==> config.mk <==
export PLATFORM = sky130hd
export DESIGN_NAME = hub75_rx
export DESIGN_NICKNAME = d
export VERILOG_FILES = /design/src/rtl/hub75_rx.sv
export SDC_FILE = /design/constraint.sdc
export NUM_CORES = 1
export LEC_CHECK = 0
export ABC_CLOCK_PERIOD_IN_PS = 1800
export CAP_MARGIN = 20
export CORE_MARGIN = 10
export CORE_UTILIZATION = 50
export CTS_BUF_LIST = sky130_fd_sc_hd__clkbuf_8
export CTS_CLUSTER_SIZE = 25
export DETAILED_ROUTE_END_ITERATION = 8
export PLACE_DENSITY = 0.78
export SLEW_MARGIN = 5
export SYNTH_ARGS = -nofsm -noshare
export SYNTH_HDL_FRONTEND = slang
export SYNTH_SLANG_ARGS = --single-unit
==> constraint.sdc <==
create_clock -name clk -period 1.8 [get_ports clk]
set_input_delay 0.36 -clock clk [delete_from_list [all_inputs] [get_ports clk]]
set_output_delay 0.36 -clock clk [all_outputs]
set_load 0.005 [all_outputs]
==> src/rtl/hub75_rx.sv <==
`default_nettype none
// ============================================================================
// Module   : hub75_rx
// Purpose  : Receive-side HUB75 PHY and line decoder. It samples the raw HUB75
//            pads in the local clock domain. It turns every shifted column into
//            a column-indexed pixel write, reports latch commits with the line
//            length and overflow status, and measures the unblanked on-time.
// Ports    : clk, rst_n          - clock and async active-low reset
//            hub75_addr/data     - row address / colour data pads (async)
//            hub75_clk/le/blank  - shift clock / latch / blank pads (async)
//            wr_valid/col/data   - per-column pixel write stream
//            line_valid/addr/len/ovf - latch commit report
//            on_valid/on_time    - unblanked period length report
//            blank_out           - synchronized blank level
// Revision : 1.0 - initial release
// ============================================================================
module hub75_rx #(
  parameter int N_BANKS    = 2,
  parameter int N_ROWS     = 32,
  parameter int N_COLS     = 64,
  parameter int N_CHANS    = 3,
  parameter int OT_W       = 16,
  parameter int SDW        = N_BANKS * N_CHANS,
  parameter int LOG_N_ROWS = $clog2(N_ROWS),
  parameter int LOG_N_COLS = $clog2(N_COLS)
) (
  input  logic                  clk,
  input  logic                  rst_n,
  input  logic [LOG_N_ROWS-1:0] hub75_addr,
  input  logic [SDW-1:0]        hub75_data,
  input  logic                  hub75_clk,
  input  logic                  hub75_le,
  input  logic                  hub75_blank,
  output logic                  wr_valid,
  output logic [LOG_N_COLS-1:0] wr_col,
  output logic [SDW-1:0]        wr_data,
  output logic                  line_valid,
  output logic [LOG_N_ROWS-1:0] line_addr,
  output logic [LOG_N_COLS:0]   line_len,
  output logic                  line_ovf,
  output logic                  on_valid,
  output logic [OT_W-1:0]       on_time,
  output logic                  blank_out
);

  localparam logic [LOG_N_COLS:0] c_col_limit = (LOG_N_COLS+1)'(N_COLS);
  localparam logic [OT_W-1:0]     c_on_max    = {OT_W{1'b1}};

  // Synchronizer stages. The strobes carry a third stage (s3) for edge
  // detection. Data and address stop at s2, which keeps them aligned with the
  // synchronized strobe that qualifies them.
  logic                  r_clk_s1, r_clk_s2, r_clk_s3;
  logic                  r_le_s1, r_le_s2, r_le_s3;
  logic                  r_blank_s1, r_blank_s2, r_blank_s3;
  logic [SDW-1:0]        r_data_s1, r_data_s2;
  logic [LOG_N_ROWS-1:0] r_addr_s1, r_addr_s2;

  logic [LOG_N_COLS:0]   r_col_cnt;
  logic                  r_ovf;
  logic [OT_W-1:0]       r_on_cnt;

  logic                  w_clk_rise;
  logic                  w_le_rise;
  logic                  w_blank_rise;
  logic                  w_blank_fall;
  logic                  w_shift_ok;
  logic [LOG_N_COLS:0]   w_col_next;
  logic                  w_ovf_next;

  always_ff @(posedge clk or negedge rst_n) begin
    if (!rst_n) begin
      r_clk_s1   <= 1'b0;
      r_clk_s2   <= 1'b0;
      r_clk_s3   <= 1'b0;
      r_le_s1    <= 1'b0;
      r_le_s2    <= 1'b0;
      r_le_s3    <= 1'b0;
      r_blank_s1 <= 1'b0;
      r_blank_s2 <= 1'b0;
      r_blank_s3 <= 1'b0;
      r_data_s1  <= '0;
      r_data_s2  <= '0;
      r_addr_s1  <= '0;
      r_addr_s2  <= '0;
    end else begin
      r_clk_s1   <= hub75_clk;
      r_clk_s2   <= r_clk_s1;
      r_clk_s3   <= r_clk_s2;
      r_le_s1    <= hub75_le;
      r_le_s2    <= r_le_s1;
      r_le_s3    <= r_le_s2;
      r_blank_s1 <= hub75_blank;
      r_blank_s2 <= r_blank_s1;
      r_blank_s3 <= r_blank_s2;
      r_data_s1  <= hub75_data;
      r_data_s2  <= r_data_s1;
      r_addr_s1  <= hub75_addr;
      r_addr_s2  <= r_addr_s1;
    end
  end

  assign w_clk_rise   =  r_clk_s2   & ~r_clk_s3;
  assign w_le_rise    =  r_le_s2    & ~r_le_s3;
  assign w_blank_rise =  r_blank_s2 & ~r_blank_s3;
  assign w_blank_fall = ~r_blank_s2 &  r_blank_s3;

  // The shift is resolved before the latch, so a shift landing in the same
  // cycle as a latch belongs to the line being committed.
  assign w_shift_ok = w_clk_rise && (r_col_cnt < c_col_limit);
  assign w_col_next = w_shift_ok ? r_col_cnt + (LOG_N_COLS+1)'(1) : r_col_cnt;
  assign w_ovf_next = r_ovf | (w_clk_rise & ~w_shift_ok);

  always_ff @(posedge clk or negedge rst_n) begin
    if (!rst_n) begin
      wr_valid   <= 1'b0;
      wr_col     <= '0;
      wr_data    <= '0;
      line_valid <= 1'b0;
      line_addr  <= '0;
      line_len   <= '0;
      line_ovf   <= 1'b0;
      r_col_cnt  <= '0;
      r_ovf      <= 1'b0;
    end else begin
      wr_valid   <= w_shift_ok;
      line_valid <= w_le_rise;
      if (w_shift_ok) begin
        wr_col  <= r_col_cnt[LOG_N_COLS-1:0];
        wr_data <= r_data_s2;
      end
      if (w_le_rise) begin
        line_addr <= r_addr_s2;
        line_len  <= w_col_next;
        line_ovf  <= w_ovf_next;
        r_col_cnt <= '0;
        r_ovf     <= 1'b0;
      end else begin
        r_col_cnt <= w_col_next;
        r_ovf     <= w_ovf_next;
      end
    end
  end

  // On-time counter. It counts every cycle in which the synchronized blank
  // is low. The falling-edge cycle is itself the first low cycle, so the
  // restart loads 1 rather than 0.
  always_ff @(posedge clk or negedge rst_n) begin
    if (!rst_n) begin
      on_valid <= 1'b0;
      on_time  <= '0;
      r_on_cnt <= '0;
    end else begin
      on_valid <= w_blank_rise;
      if (w_blank_rise) begin
        on_time  <= r_on_cnt;
        r_on_cnt <= '0;
      end else if (w_blank_fall) begin
        r_on_cnt <= OT_W'(1);
      end else if (!r_blank_s2 && (r_on_cnt != c_on_max)) begin
        r_on_cnt <= r_on_cnt + OT_W'(1);
      end
    end
  end

  assign blank_out = r_blank_s2;

endmodule
`default_nettype wire

==> results.txt, run 1 <==
status = complete, no violations
share of cells above drive strength 1 = 23.0%
CTS HTree Levels = 3
first-pass GRT wire length = 12.7 mm
antenna viol nets, final = 0
RR Startpoint = r_on_cnt[9]$_DFFE_PN0P_
pwr dens = 906 nW/um^2
Distinct cells, synth = 45
crit share post-route = 95.7%
DIE AREA = 11500 um^2
Root Buffer = clkbuf_8
CP cell instances = buf_4, clkdlybuf4s50_1
fillers = 551
crit-path max FO = 4
grt ovf = 0
placed instance count = 459
Row Count = 31
drt wl/cell = 16.3 um
largest net degree at the start of global routing = 39
Final min period = 1720 ps
drt drc = 0
Worst setup EP type = output port
endpoints failing hold = 0
Leak = 0.00224 uW
Layout Utilization = 66.9%
Top FF cell, synth = dfrtp_1
Critical Path AT = 1360 ps
Post-Layout Cell Count = 478
Initial Util = 52.1%
fin. max-slew vios = 0
cell with the most instances after synthesis = dfrtp_1
nets = 394
via count = 2583
ANT cells = 0
critical path class = reg2out
critical path depth = 2
CP max-delay cell = clkdlybuf4s50_1
fmax = 0.580 GHz
Avg Cell Area, Syn = 13.0 um^2
multi-input combinational cell area = 1240 um^2
clock skew = 8.98 ps
Buf+Inv Stages, Crit Path = 2
Cell Area, Synth = 3820 um^2
R2R Setup Slk = 90 ps
Post-synth EDFFs = 0
Hold Crit Class = reg2reg
Clock Sinks = 99
critical path startpoint = blank_out$_DFF_PN0_
worst vdd ir = 0.000597 V
Area Overhead vs Synth = 28.5%
Die Height = 107 um
Slew @ Worst Pin = 450 ps
Worst setup SP type = register
Setup Viol. Count Final = 0
initial antenna violation count = 0
top cells by area, synth = dfrtp_1, mux2_2, nand2_1, o31ai_1, o21ai_0
Mapped Cells = 294
Max-cap violations = 0
total area of sequential cells = 2480 um^2
CTS tree = yes
Max-Slew Margin vs Limit = 69.9%
Synth top area share = 64.9%
vias in the first global route = 2569
register bit total from synthesis = 99
drt total wl = 7.79 mm
r2r endpoint = r_on_cnt[14]$_DFFE_PN0P_
Setup TNS Final = 0 ps
top cell type by total area after synthesis = dfrtp_1
# port buffers = 60
CP required = 1440 ps
synth warn = 0
net count after synthesis = 314
clk slew on worst S/H paths = 90 ps
Bufs on Longest Clock Path = 2
slowest stage delay, CP = 510 ps
R2R depth = 4
core footprint = 7330 um^2
Synth async-reset ratio = 100%
Iter 0 DRT Violations = 109
worst setup path endpoint = blank_out
sequential area share after synthesis = 64.9%
number of vias per cell = 5.40
Worst-Skew Late Latency = 360 ps
Final HPWL DP = 5.50 mm
Die Wd = 107 um
most common library cells after synthesis = dfrtp_1, nand2_1, mux2_2
overall routing resource usage = 13.7%
CTS Buf Count = 9
Placer Congestion = 0.872
Worst path top cell family by delay = buffers and inverters
io pins = 61
drt pass-1 iters = 5
## worst min-delay path by stage
stage | start | endpoint | slack [ps] | cells past startpoint
floorplan | rst_n | blank_out$_DFF_PN0_ | 60 | 0
global placement | rst_n | line_addr[1]$_DFFE_PN0P_ | 300 | 1
detailed placement | rst_n | line_addr[1]$_DFFE_PN0P_ | 300 | 1
CTS | r_addr_s1[2]$_DFF_PN0_ | r_addr_s2[2]$_DFF_PN0_ | 360 | 0
global route | r_blank_s1$_DFF_PN0_ | blank_out$_DFF_PN0_ | 370 | 0
finish | r_addr_s1[2]$_DFF_PN0_ | r_addr_s2[2]$_DFF_PN0_ | 360 | 0
## cell type report
| cell class | count | share of cell area (%) |
|---|---|---|
| inverter | 7 | 0.535 |
| sequential | 99 | 50.5 |
| clock inverter | 6 | 1.17 |
| tap | 99 | 2.52 |
| timing repair buffer | 87 | 17.1 |
| clock buffer | 10 | 2.80 |
| multi-input combinational | 170 | 25.3 |
## power breakdown
part	total (uW)	switching [uW]	internal (uW)
clock	1360	795	570
sequential	2470	93.1	2380
combinational	606	253	354
total	4440	1140	3300
## cells by family after synthesis
| logic type | after synthesis | synth area share [%] |
|---|---|---|
| adder cells (fa/ha/maj) | 4 | 1.31 |
| AND/OR/NAND/NOR | 83 | 11.4 |
| buffers and inverters | 25 | 3.74 |
| multiplexers | 30 | 8.78 |
| AO/OA/AOI/OAI | 48 | 8.75 |
| XOR/XNOR | 5 | 1.15 |
| flip-flops | 99 | 64.9 |
## cells in the final DEF, fill, tap and decap left out, drive strengths merged, types with 2 or more instances in the layout
master / count
a31oi: 2
dfrtp: 99
o31ai: 17
clkbuf: 11
nor4: 2
nand2b: 3
xor2: 4
clkinv: 4
or2: 2
clkdlybuf4s50: 59
mux2i: 2
o41ai: 4
a21oi: 3
buf: 26
nand2: 34
and3: 3
nand3: 4
o21ai: 12
a41oi: 3
nand4: 10
a211oi: 2
mux2: 28
ha: 4
and2: 4
and4: 4
nor2: 11
inv: 9
or4: 2
## routing by layer
layer	GRT usage [%]	part of all wire [%]
met1	16.5	41
met3	4.85	7.7
met4	5.06	1.4
met2	22.1	49
met5	0	0
## timing repair
action,in CTS,in global routing
hold buffers,1,0
setup buffers,0,1
gates cloned,0,1
pin swaps,0,4
endpoints found under the hold margin,25,0
setup endpoints to repair,2,14
gates resized for setup,2,8
## state kept, by name, summed over array words and instances (netlist names), 5 cells and up
name / flops
wr_col: 6
r_on_cnt: 16
line_len: 7
r_addr_s2: 5
r_addr_s1: 5
on_time: 16
wr_data: 6
line_addr: 5
r_col_cnt: 7
r_data_s2: 6
r_data_s1: 6
## stage by stage
stage          setup WS [ps]  cell area [um^2]  power [uW]  hold WS [ps]
2_1_floorplan           1.15              3820        2740          64.4
3_3_place_gp            14.6              4650        3100           300
3_5_place_dp           -10.0              4650        3130           304
4_1_cts                0.194              4860        4490           357
5_1_grt                -5.11              4910        4670           365
6_report                76.9              4910        4440           356
Power figures use the tool's default switching activity.
==> inputs of run 2 (changes only) <==
--- a/config.mk
+++ b/config.mk
@@ -5,14 +5,15 @@
 export SDC_FILE = /design/constraint.sdc
 export NUM_CORES = 1
 export LEC_CHECK = 0
-export ABC_CLOCK_PERIOD_IN_PS = 1800
+export ABC_CLOCK_PERIOD_IN_PS = 1700
 export CAP_MARGIN = 20
 export CORE_MARGIN = 10
-export CORE_UTILIZATION = 50
+export CORE_UTILIZATION = 55
 export CTS_BUF_LIST = sky130_fd_sc_hd__clkbuf_8
+export CTS_CLUSTER_DIAMETER = 150
 export CTS_CLUSTER_SIZE = 25
 export DETAILED_ROUTE_END_ITERATION = 8
-export PLACE_DENSITY = 0.78
+export PLACE_DENSITY = 0.82
 export SLEW_MARGIN = 5
 export SYNTH_ARGS = -nofsm -noshare
 export SYNTH_HDL_FRONTEND = slang
==> constraint.sdc (replaced) <==
create_clock -name clk -period 1.7 [get_ports clk]
set_input_delay 0.34 -clock clk [delete_from_list [all_inputs] [get_ports clk]]
set_output_delay 0.34 -clock clk [all_outputs]
set_load 0.005 [all_outputs]
==> results.txt, run 2 (synthesized netlist as in run 1, its figures left out) <==
status = finished, violations left
failing checks = negative setup slack
CP cell instances = ha_2, nand4_1, buf_4, nor4_4, buf_4, buf_8, o31ai_1, o31ai_2
Psw = 1180 uW
clock skew = 7.78 ps
post-route cell area = 4970 um^2
grt ovf = 0
Placer Congestion = 0.877
antenna viol nets, final = 0
WHS Endpoint = r_data_s2[4]$_DFF_PN0_
commonest non-fill, non-tap cell in the layout = dfrtp_1
Setup WS post-layout = -34.3 ps
Die Height = 103 um
drt drc = 0
initial antenna violation count = 0
overall routing resource usage = 16.7%
io pins = 61
Iter 0 DRT Violations = 127
largest net degree at the start of global routing = 36
crit share post-route = 102%
Setup Viol. Count Final = 4
number of vias per cell = 5.66
Worst setup SP type = register
met3 usage = 4.25%
Net Sw Frac = 25.5%
Power, Total = 4620 uW
CP max-delay cell = dfrtp_1
GR peak layer = met2
CTS tree = yes
Final min period = 1730 ps
nets = 400
first-pass GRT wire length = 13.6 mm
met2 Usage GRT = 28.8%
sequential power share = 56.6%
slowest stage delay, CP = 400 ps
share of cells above drive strength 1 = 26.6%
r2r endpoint = r_on_cnt[6]$_DFFE_PN0P_
# port buffers = 60
Worst setup EP type = register
Slew @ Worst Pin = 434 ps
Max-Slew Margin vs Limit = 71.1%
most frequent cells in the layout = dfrtp_1, clkdlybuf4s50_1, nand2_1
Clock Sinks = 99
crit-path max FO = 7
RR Startpoint = r_on_cnt[1]$_DFFE_PN0P_
endpoints failing hold = 0
core footprint = 6760 um^2
Row Count = 30
drt wl/cell = 18.0 um
critical path class = reg2reg
drt pass-1 iters = 4
pwr dens = 929 nW/um^2
internal power = 3440 uW
Critical Path AT = 1960 ps
power share of the clock group = 28.7%
R2R Setup Slk = -30 ps
Area Overhead vs Synth = 30.1%
Root Buffer = clkbuf_8
worst vdd ir = 0.000522 V
Leak = 0.00228 uW
hold path cells = 0
fin. max-slew vios = 0
largest registers = on_time: 16 flops, r_on_cnt: 16 flops
CTS HTree Levels = 3
CTS Buf Count = 9
vias in the first global route = 2768
CP required = 1930 ps
Max-cap violations = 0
R2R depth = 8
Bufs on Longest Clock Path = 2
area of placed instances = 4670 um^2
Gate power share = 14.7%
via count = 2624
drt total wl = 8.33 mm
fmax = 0.577 GHz
Worst-Skew Late Latency = 360 ps
met1 Resource Use GR = 19.1%
DIE AREA = 10700 um^2
ANT cells = 0
unrepaired setup endpoints after global routing = true
Initial Util = 56.5%
clk slew on worst S/H paths = 90 ps
hold path startpoint = r_data_s1[4]$_DFF_PN0_
CP dominant cell by count = buf_4
Final HPWL DP = 5.86 mm
Hold Crit Class = reg2reg
Die Wd = 103 um
-- run 2: changes by cell type in the layout (fill, tap and decap cells not counted), moves of 2 or more --
| cell | previous run | this run |
|---|---|---|
| inv_1 | 6 | 8 |
| clkinv_4 | 4 | 0 |
| o31ai_1 | 17 | 11 |
| o41ai_1 | 4 | 1 |
| inv_6 | 0 | 2 |
| o31ai_2 | 0 | 6 |
| o41ai_2 | 0 | 3 |
| or2_4 | 1 | 3 |
| clkinvlp_4 | 0 | 2 |
| inv_8 | 2 | 0 |
| buf_4 | 23 | 27 |
-- run 2: cell type report --
type,instances,area (um^2)
Clock inverter,6,41.3
Sequential cell,99,2480
Clock buffer,9,124
Timing Repair Buffer,92,882
Tap cell,80,100
Fill cell,454,1790
Multi-Input combinational cell,171,1320
Inverter,7,26.3
-- run 2: repair_timing --
action | in CTS | in global routing
gates cloned | 2 | 0
hold buffers | 1 | 0
pin swaps | 8 | 6
hold endpoints to repair | 31 | 0
endpoints found under the setup margin | 16 | 16
buffers inserted | 3 | 0
resized for setup | 13 | 6
-- run 2: worst max-delay path by stage --
stage / from / endpoint / slack, ps / cells after the start
floorplan: blank_out$_DFF_PN0_ / r_on_cnt[10]$_DFFE_PN0P_ / -40 / 7
global placement: blank_out$_DFF_PN0_ / r_on_cnt[8]$_DFFE_PN0P_ / -20 / 6
detailed placement: blank_out$_DFF_PN0_ / r_on_cnt[6]$_DFFE_PN0P_ / -90 / 7
CTS: blank_out$_DFF_PN0_ / r_on_cnt[6]$_DFFE_PN0P_ / -10 / 8
global route: r_on_cnt[1]$_DFFE_PN0P_ / r_on_cnt[6]$_DFFE_PN0P_ / -110 / 8
finish: r_on_cnt[1]$_DFFE_PN0P_ / r_on_cnt[6]$_DFFE_PN0P_ / -30 / 8
-- run 2: worst max-delay path: cells and delay by family (launching register included) --
kind	cells	cell delay, ps
fa+ha+maj	1	190
buf+inv	3	450
compound gates	2	420
simple gates	2	140
flops	1	400
-- run 2: power by group through the flow --
stage / clock network, uW / logic [uW] / registers [uW]
after global placement: 0 / 641 / 2650
after global routing: 1460 / 750 / 2630
after CTS: 1360 / 688 / 2610
after floorplan: 0 / 243 / 2660
after detailed placement: 0 / 660 / 2660
final: 1320 / 680 / 2610
-- run 2: routing by layer --
metal  up-vias  wire length [um]
met5         -                 0
met4         0               164
met2        80              4270
met3        18               523
met1      1305              3370
li1       1221                 -
-- run 2: through the flow --
step	TNS, ps	utilization (%)	worst slack (ps)	instances	hold slack [ps]
6_report	-63.2	73.5	-34.3	464	345
3_5_place_dp	-740	69.1	-86.4	443	311
5_1_grt	-1330	73.5	-105	464	368
3_3_place_gp	-16.2	69.1	-16.2	443	304
4_1_cts	-34.6	73.1	-14.2	464	346
2_1_floorplan	-120	-	-42.4	294	44.4
